[config.mk]
export PLATFORM = sky130hd
export DESIGN_NAME = multi_debouncer
export DESIGN_NICKNAME = d
export VERILOG_FILES = /design/src/rtl/debounce_pkg.sv /design/src/rtl/debounce_channel.sv /design/src/rtl/multi_debouncer.sv
export SDC_FILE = /design/constraint.sdc
export NUM_CORES = 1
export LEC_CHECK = 0
export CAP_MARGIN = 20
export CORE_MARGIN = 2
export CORE_UTILIZATION = 53
export CTS_CLUSTER_DIAMETER = 100
export DETAILED_ROUTE_END_ITERATION = 7
export PLACE_DENSITY = 0.8
export SYNTH_ARGS = -nofsm -noshare
export SYNTH_HDL_FRONTEND = slang
export SYNTH_SLANG_ARGS = --single-unit
[constraint.sdc]
create_clock -name clk -period 2.4 [get_ports clk]
set_input_delay 0.24 -clock clk [delete_from_list [all_inputs] [get_ports clk]]
set_output_delay 0.24 -clock clk [all_outputs]
set_load 0.01 [all_outputs]
[src/rtl/debounce_pkg.sv]
// rtl/debounce_pkg.sv - shared debouncer state encoding and sizing helper
//
// Purpose: state constants for the per-channel debounce FSM and the
//          counter-width helper used by debounce_channel.
// Contents:
//   db_state_e   - 2-bit FSM state (STABLE_LO, PEND_HI, STABLE_HI, PEND_LO)
//   db_cnt_width - width of the per-channel qualification counter
package debounce_pkg;

  typedef enum logic [1:0] {
    STABLE_LO = 2'b00,
    PEND_HI   = 2'b01,
    STABLE_HI = 2'b10,
    PEND_LO   = 2'b11
  } db_state_e;

  // Counter must hold 0..stable_cnt-1; never narrower than one bit.
  function automatic int db_cnt_width(input int stable_cnt);
    int w;
    w = $clog2(stable_cnt);
    return (w < 1) ? 1 : w;
  endfunction

endpackage

[src/rtl/debounce_channel.sv]
// rtl/debounce_channel.sv - one debounce channel: synchronizer, FSM, counter
//
// Purpose: synchronizes one raw input, qualifies level changes over
//          STABLE_CNT consecutive sample ticks and produces registered
//          level / edge-pulse / toggle outputs.
// Ports:
//   clk      - rising-edge clock
//   rst_a_n  - asynchronous active-low reset
//   tick     - shared sample strobe; FSM and counter advance only on it
//   din      - raw asynchronous input
//   tog_clr  - synchronous clear of toggle (wins over a coinciding rise)
//   level    - debounced level
//   rise     - one-cycle pulse when level first shows 1
//   fall     - one-cycle pulse when level first shows 0
//   toggle   - inverts after every rise pulse
module debounce_channel
  import debounce_pkg::*;
#(
  parameter int STABLE_CNT = 4
) (
  input  logic clk,
  input  logic rst_a_n,
  input  logic tick,
  input  logic din,
  input  logic tog_clr,
  output logic level,
  output logic rise,
  output logic fall,
  output logic toggle
);

  localparam int            CW      = db_cnt_width(STABLE_CNT);
  localparam logic [CW-1:0] CNT_MAX = CW'(STABLE_CNT - 1);
  localparam logic [CW-1:0] CNT_ONE = CW'(1);

  logic          sync1_q,  sync1_d;
  logic          sync2_q,  sync2_d;
  db_state_e     state_q,  state_d;
  logic [CW-1:0] cnt_q,    cnt_d;
  logic          level_q,  level_d;
  logic          rise_q,   rise_d;
  logic          fall_q,   fall_d;
  logic          toggle_q, toggle_d;

  always_comb begin
    sync1_d = din;
    sync2_d = sync1_q;
  end

  // Next-state logic. Entering a pending state counts the current tick as
  // the first agreeing sample, so STABLE_CNT agreeing ticks accept.
  always_comb begin
    state_d = state_q;
    cnt_d   = cnt_q;
    if (tick) begin
      case (state_q)
        STABLE_LO: begin
          if (sync2_q) begin
            state_d = PEND_HI;
            cnt_d   = CNT_ONE;
          end
        end
        PEND_HI: begin
          if (!sync2_q) begin
            state_d = STABLE_LO;
            cnt_d   = '0;
          end else if (cnt_q == CNT_MAX) begin
            state_d = STABLE_HI;
            cnt_d   = '0;
          end else begin
            cnt_d = cnt_q + CNT_ONE;
          end
        end
        STABLE_HI: begin
          if (!sync2_q) begin
            state_d = PEND_LO;
            cnt_d   = CNT_ONE;
          end
        end
        PEND_LO: begin
          if (sync2_q) begin
            state_d = STABLE_HI;
            cnt_d   = '0;
          end else if (cnt_q == CNT_MAX) begin
            state_d = STABLE_LO;
            cnt_d   = '0;
          end else begin
            cnt_d = cnt_q + CNT_ONE;
          end
        end
        default: begin
          state_d = STABLE_LO;
          cnt_d   = '0;
        end
      endcase
    end
  end

  // Level and edge pulses are derived from the next state so they land in
  // the same cycle as the state change.
  always_comb begin
    level_d  = (state_d == STABLE_HI) || (state_d == PEND_LO);
    rise_d   = level_d & ~level_q;
    fall_d   = ~level_d & level_q;
    toggle_d = tog_clr ? 1'b0 : (toggle_q ^ rise_q);
  end

  always_ff @(posedge clk or negedge rst_a_n) begin
    if (!rst_a_n) begin
      sync1_q  <= 1'b0;
      sync2_q  <= 1'b0;
      state_q  <= STABLE_LO;
      cnt_q    <= '0;
      level_q  <= 1'b0;
      rise_q   <= 1'b0;
      fall_q   <= 1'b0;
      toggle_q <= 1'b0;
    end else begin
      sync1_q  <= sync1_d;
      sync2_q  <= sync2_d;
      state_q  <= state_d;
      cnt_q    <= cnt_d;
      level_q  <= level_d;
      rise_q   <= rise_d;
      fall_q   <= fall_d;
      toggle_q <= toggle_d;
    end
  end

  assign level  = level_q;
  assign rise   = rise_q;
  assign fall   = fall_q;
  assign toggle = toggle_q;

endmodule

[src/rtl/multi_debouncer.sv]
// rtl/multi_debouncer.sv - N-channel debouncer with shared sample prescaler
//
// Purpose: one prescaler generating a sample tick every TICK_DIV cycles,
//          shared by N_CH independent debounce channels.
// Ports:
//   clk       - rising-edge clock
//   rst_a_n   - asynchronous active-low reset
//   db_in     - raw asynchronous inputs, one per channel
//   tog_clr   - per-channel synchronous clear of db_toggle
//   db_level  - debounced levels
//   db_rise   - one-cycle pulses on accepted 0->1 changes
//   db_fall   - one-cycle pulses on accepted 1->0 changes
//   db_toggle - per-channel toggle, flips on every rise
//   tick      - shared sample strobe
module multi_debouncer
  import debounce_pkg::*;
#(
  parameter int N_CH       = 4,
  parameter int TICK_DIV   = 5000,
  parameter int STABLE_CNT = 4
) (
  input  logic            clk,
  input  logic            rst_a_n,
  input  logic [N_CH-1:0] db_in,
  input  logic [N_CH-1:0] tog_clr,
  output logic [N_CH-1:0] db_level,
  output logic [N_CH-1:0] db_rise,
  output logic [N_CH-1:0] db_fall,
  output logic [N_CH-1:0] db_toggle,
  output logic            tick
);

  localparam int            PW        = (TICK_DIV > 1) ? $clog2(TICK_DIV) : 1;
  localparam logic [PW-1:0] PRESC_MAX = PW'(TICK_DIV - 1);

  logic [PW-1:0] presc_q, presc_d;
  logic          tick_q,  tick_d;

  // tick is registered from the next count so it is high exactly while the
  // count sits at TICK_DIV-1 (always, when TICK_DIV is 1) and 0 in reset.
  always_comb begin
    presc_d = (presc_q == PRESC_MAX) ? '0 : presc_q + PW'(1);
    tick_d  = (presc_d == PRESC_MAX);
  end

  always_ff @(posedge clk or negedge rst_a_n) begin
    if (!rst_a_n) begin
      presc_q <= '0;
      tick_q  <= 1'b0;
    end else begin
      presc_q <= presc_d;
      tick_q  <= tick_d;
    end
  end

  assign tick = tick_q;

  for (genvar g = 0; g < N_CH; g++) begin : g_ch
    debounce_channel #(
      .STABLE_CNT (STABLE_CNT)
    ) u_ch (
      .clk     (clk),
      .rst_a_n (rst_a_n),
      .tick    (tick_q),
      .din     (db_in[g]),
      .tog_clr (tog_clr[g]),
      .level   (db_level[g]),
      .rise    (db_rise[g]),
      .fall    (db_fall[g]),
      .toggle  (db_toggle[g])
    );
  end

endmodule

== Word-level counts from Yosys, hierarchy flattened ==
Cells that the tools add are included.

* Add/sub/neg operators: 5
* $mul: 0
* Div/mod/pow operators: 0
* Magnitude comparators: 0
* Eq/ne operators: 34
* Shift-type cells: 0
* Muxes and demuxes: 61
* Bitwise gates (word level): 20
* Reductions and logical operators: 12

{| class="wikitable"
|+ Operators with widths
! kind !! count
|-
| 2-bit two-way mux || 48
|-
| 2-bit case mux with 4 select lines || 8
|-
| 2-bit == test, second input constant || 20
|-
| 13-bit == test, second input constant || 2
|-
| 13-bit by 1-bit adder with 13-bit output, second input constant || 1
|-
| 13-bit two-way mux || 1
|-
| 3-bit AND reduction || 4
|-
| 2-bit by 1-bit adder with 2-bit output, second input constant || 4
|-
| 1-bit bitwise AND || 8
|-
| 2-bit by 1-bit == test with 1-bit output, second input constant || 4
|-
| 2-bit logical NOT || 4
|-
| 2-bit by 1-bit != test with 1-bit output, second input constant || 4
|-
| 2-bit != test, second input constant || 4
|-
| 1-bit inverter || 8
|-
| 1-bit logical OR || 4
|-
| 1-bit two-way mux || 4
|-
| 1-bit bitwise XOR || 4
|}

* Register bits after elaboration: 54
* Bits in latches: 0
* RAM bits: 0
* Memory bits (read-only): 0
* Bits of input ports: 10
* Output and inout port bits: 17
* Word-level logic and storage cells: 166
* Memories: 0

== Logic depth before layout (Yosys ltp) ==
* Depth after elaboration: 9
* Gate-level depth with buffers: 5
* Depth with buffers taken out: 5

== Hierarchy ==
A second synthesis with hierarchy kept.

* Cell total of the unflattened synthesis: 191
* Area total of the unflattened synthesis: 2225.9 sq um

{| class="wikitable"
|+ By module, submodules not included
! module !! instances !! cells each !! area an instance (sq um) !! seq. area each (sq um)
|-
| debounce_channel || 4 || 31 || 380.4 || 250.2
|-
| multi_debouncer || 1 || 67 || 704.4 || 350.3
|}

== Worst setup path after synthesis ==
Ideal clock, no wire load.

* Path type: register to register
* Start point: register presc_q[2]
* End point: register tick_q, in the netlist tick
* Setup time: 0.121 ns
* Arrival time: 1.415 ns
* Data required time: 2.279 ns
* Setup slack: 0.864 ns
* Stages on the path, launching flop included: 5
* Path buffers: 0
* Period minus slack after synthesis: 1.536 ns
* Path through: dfrtp_1 > nand4_4 > or4_1 > o2111ai_1 > and4b_1

* Word-level cells in the longest chain between the ends: 3
* Elaborated cells between the ends (all ways): 4
* Classes of those cells: 1 x add/sub; 2 x eq/ne; 1 x mux

{| class="wikitable"
|+ RTL lines
! item !! line !! source
|-
| start: declaration || multi_debouncer.sv:36 || <nowiki>logic [PW-1:0] presc_q, presc_d;</nowiki>
|-
| start signal: assignment || multi_debouncer.sv:51 || <nowiki>presc_q <= presc_d;</nowiki>
|-
| 13-bit by 1-bit adder with 13-bit output / 13-bit == test (equally long branches) || multi_debouncer.sv:42 || <nowiki>presc_d = (presc_q == PRESC_MAX) ? '0 : presc_q + PW'(1);</nowiki>
|-
| 13-bit two-way mux * || multi_debouncer.sv:42 ||
|-
| 13-bit == test * || multi_debouncer.sv:43 || <nowiki>tick_d = (presc_d == PRESC_MAX);</nowiki>
|-
| net tick_d || multi_debouncer.sv:37 || <nowiki>logic tick_q, tick_d;</nowiki>
|-
| end signal: assignment || multi_debouncer.sv:52 || <nowiki>tick_q <= tick_d;</nowiki>
|-
| end: declaration || multi_debouncer.sv:37 ||
|}

The timed path passes the listed nets; every way through them passes the cells marked *.
A chain may end at the register's enable or synchronous reset.

== Worst setup path in the final report ==
Same ends and word-level chain as after synthesis.

==> summary.txt <==
Status
  – Status: finished clean

Global routing
  – First-pass GRT wire length: 6.210 mm
  – Pin count of the biggest net entering global routing: 29
  – GRT Overall Usage: 15.66%
  – Vias in the first global route: 1411
  – GRT overflow: 0
  – Initial antenna violation count: 0

Clocking
  – Num Clock Sinks: 54
  – H-tree Lvls: 2
  – Clock Latency Late Sink: 300 ps
  – Num CTS Buffers: 5
  – Clock buffer depth: 2
  – Root Driver: clkbuf_8
  – TritonCTS clock tree: built
  – Worst-path clk slew: 90 ps

Detailed routing
  – Post-DRT Antenna Nets: 0
  – DR pass1 iterations: 4
  – Via density: 5.268
  – DRC Markers: 0
  – Vias: 1475
  – Drt wl/cell: 12.37 um
  – DR iter-0 viols: 58
  – Total wire length: 3.464 mm

Floorplanning
  – # IOs: 27
  – Core Area: 0.004324 mm^2
  – DIE AREA: 0.005020 mm^2
  – FP Rows: 24
  – Starting density of the core: 54.77%
  – Die Span Y: 70.85 um
  – Die width: 70.85 um

Synthesis
  – Syn_nets: 226
  – Top post-synthesis cells by count: dfrtp_1 (54), nand2_1 (17), buf_4 (16), inv_1 (13), nand3_1 (13)
  – Async S/R FF share, synth: 100.0%
  – Top-area cell type share of the netlist area: 57.05%
  – Cell count after synthesis: 211
  – Syn Area/Cell: 11.23 um^2
  – Sequential area share after synthesis: 57.05%
  – Synth cell types: 37
  – Synth Cell Area: 0.002369 mm^2
  – Ranking of synthesized cells by area: dfrtp_1 (57%), buf_4 (5.1%), xnor2_1 (3.0%), xor2_1 (3.0%), nand3_1 (2.7%)
  – Post-synth top area cell: dfrtp_1
  – Primary FF master, synth: dfrtp_1
  – Post-synth EDFFs: 0
  – Post-synthesis register bit count: 54
  – Syn. warnings: 0
  – Most frequent cell after synthesis: dfrtp_1

Hold path
  – Hold Crit Class: reg2reg

STA
  – Tcrit/Tclk final: 69.70%
  – Total Neg Setup Slack: 0 ps
  – # setup viols final: 0
  – F_max: 597.8 MHz
  – Post-layout min period: 1673 ps
  – Clock Skews: 7.506 ps
  – Rel. slew slack: 70.11%
  – Setup WS post-layout: 727.2 ps
  – Slew at the pin closest to its max-slew limit: 444.2 ps
  – Slew Viols, Final: 0
  – RSZ-0062 raised after global routing: false
  – Hold slack: 356.5 ps
  – Count of final hold-check violations: 0

Critical path
  – WP data arrival: 1870 ps
  – CP Capture Type: flop
  – CP Launch Type: flop
  – CP max stage delay: 570 ps
  – Crit Path Class: reg2reg
  – CP bufs+invs: 0
  – Crit path max fanout: 8
  – Crit path max-delay family: simple AND/OR/NAND/NOR gates
  – Worst EP required: 2590 ps
  – Slowest-stage cell, CP: or4_1
  – CP Cell Sequence: nand4_4 > or4_1 > o2111ai_1 > and4b_1

Power and ir drop
  – LEAKAGE: 1.330 nW
  – Pwr dens: 534.5 mW/mm^2
  – Peak supply drop: 323.9 uV
  – Design Power: 1.421 mW

Layout
  – Share of layout cells above drive strength 1: 9.211%
  – Antenna diodes: 0
  – Synth-to-Final Area Change: 12.26%
  – Final instance area: 0.002659 mm^2
  – Final Non-Filler Cells: 280
  – End-of-flow core utilization: 61.49%
  – Nets: 243

Placed design
  – IO Port Bufs: 26
  – Dpl cells: 272
  – Pre-CTS setup slack: 719.6 ps
  – DP Wirelength: 2.543 mm
  – Dpl cell area: 0.002569 mm^2
  – Placer Congestion: 0.8624

Job
  – Max Cap Viol: 0
[power breakdown]
group	internal (mW)	switching (mW)
Sequential	0.916	0.00329
Clock	0.200	0.263
Combinational	0.0166	0.0219
[routing by layer]
metal	track usage, %	part of all wire [%]	up-vias
met5	0	0	-
met4	5.660	1.3	0
met3	4.843	3.6	6
met1	19.94	46	707
met2	25.44	49	26
li1	-	-	736
[sequential cells by signal, indices dropped and copies added (netlist names)]
register           cells
g_ch.u_ch.sync1_q      4
g_ch.u_ch.level        4
tick                   1
g_ch.u_ch.state_q      8
g_ch.u_ch.rise         4
g_ch.u_ch.fall         4
g_ch.u_ch.toggle       4
presc_q               13
g_ch.u_ch.cnt_q        8
g_ch.u_ch.sync2_q      4
[final cells by class]
| cell class | count | area [um^2] |
|---|---|---|
| multi-input cells | 124 | 825.8 |
| well taps | 52 | 65.06 |
| repair buffers | 30 | 287.8 |
| clock inverters | 1 | 7.507 |
| inverters | 13 | 48.80 |
| clock buffers | 6 | 72.57 |
| fillers | 342 | 1665 |
| flip-flops and latches | 54 | 1351 |
[cells by family after synthesis]
family	count (synthesis)	share of synthesized area (%)
adders and majority gates	5	2.641
muxes	5	2.113
buffers and inverters	33	8.083
AOI/OAI and AO/OA	25	6.814
DFF	54	57.05
and+or+nand+nor	73	17.38
xor gates and xnor gates	16	5.917
[worst paths after layout]
path	startpoint	to	slack [ps]	cells after the start
min in group asynchronous	rst_a_n	g_ch[3].u_ch.fall	400	2
setup reg to reg	presc_q[2]	tick	730	4
max in group asynchronous	rst_a_n	presc_q[7]	1410	3
setup / recovery	presc_q[2]	tick	730	4
hold reg to reg	g_ch[1].u_ch.sync1_q	g_ch[1].u_ch.sync2_q	360	0
hold / removal	g_ch[1].u_ch.sync1_q	g_ch[1].u_ch.sync2_q	360	0
[cell usage in the layout (no fill, tap or decap), types with 5 or more instances in the layout]
cell             synthesis  layout
dfrtp_1                 54      54
clkdlybuf4s50_1          0      25
nand2_1                 17      17
inv_1                   13      13
nand3_1                 13      13
nor2_1                  11      11
xor2_1                   8       8
o21ai_0                  8       8
xnor2_1                  8       8
nand4_1                  7       7
and2_1                   7       7
mux2i_1                  5       5
ha_1                     5       5
clkbuf_8                 0       5
[timing repair]
item                                   4_1_cts  5_1_grt
gates resized for setup                      0        0
endpoints found under the hold margin       16        0
hold buffers                                 1        0
setup buffers                                0        0
(Power assumes the default switching activity.)
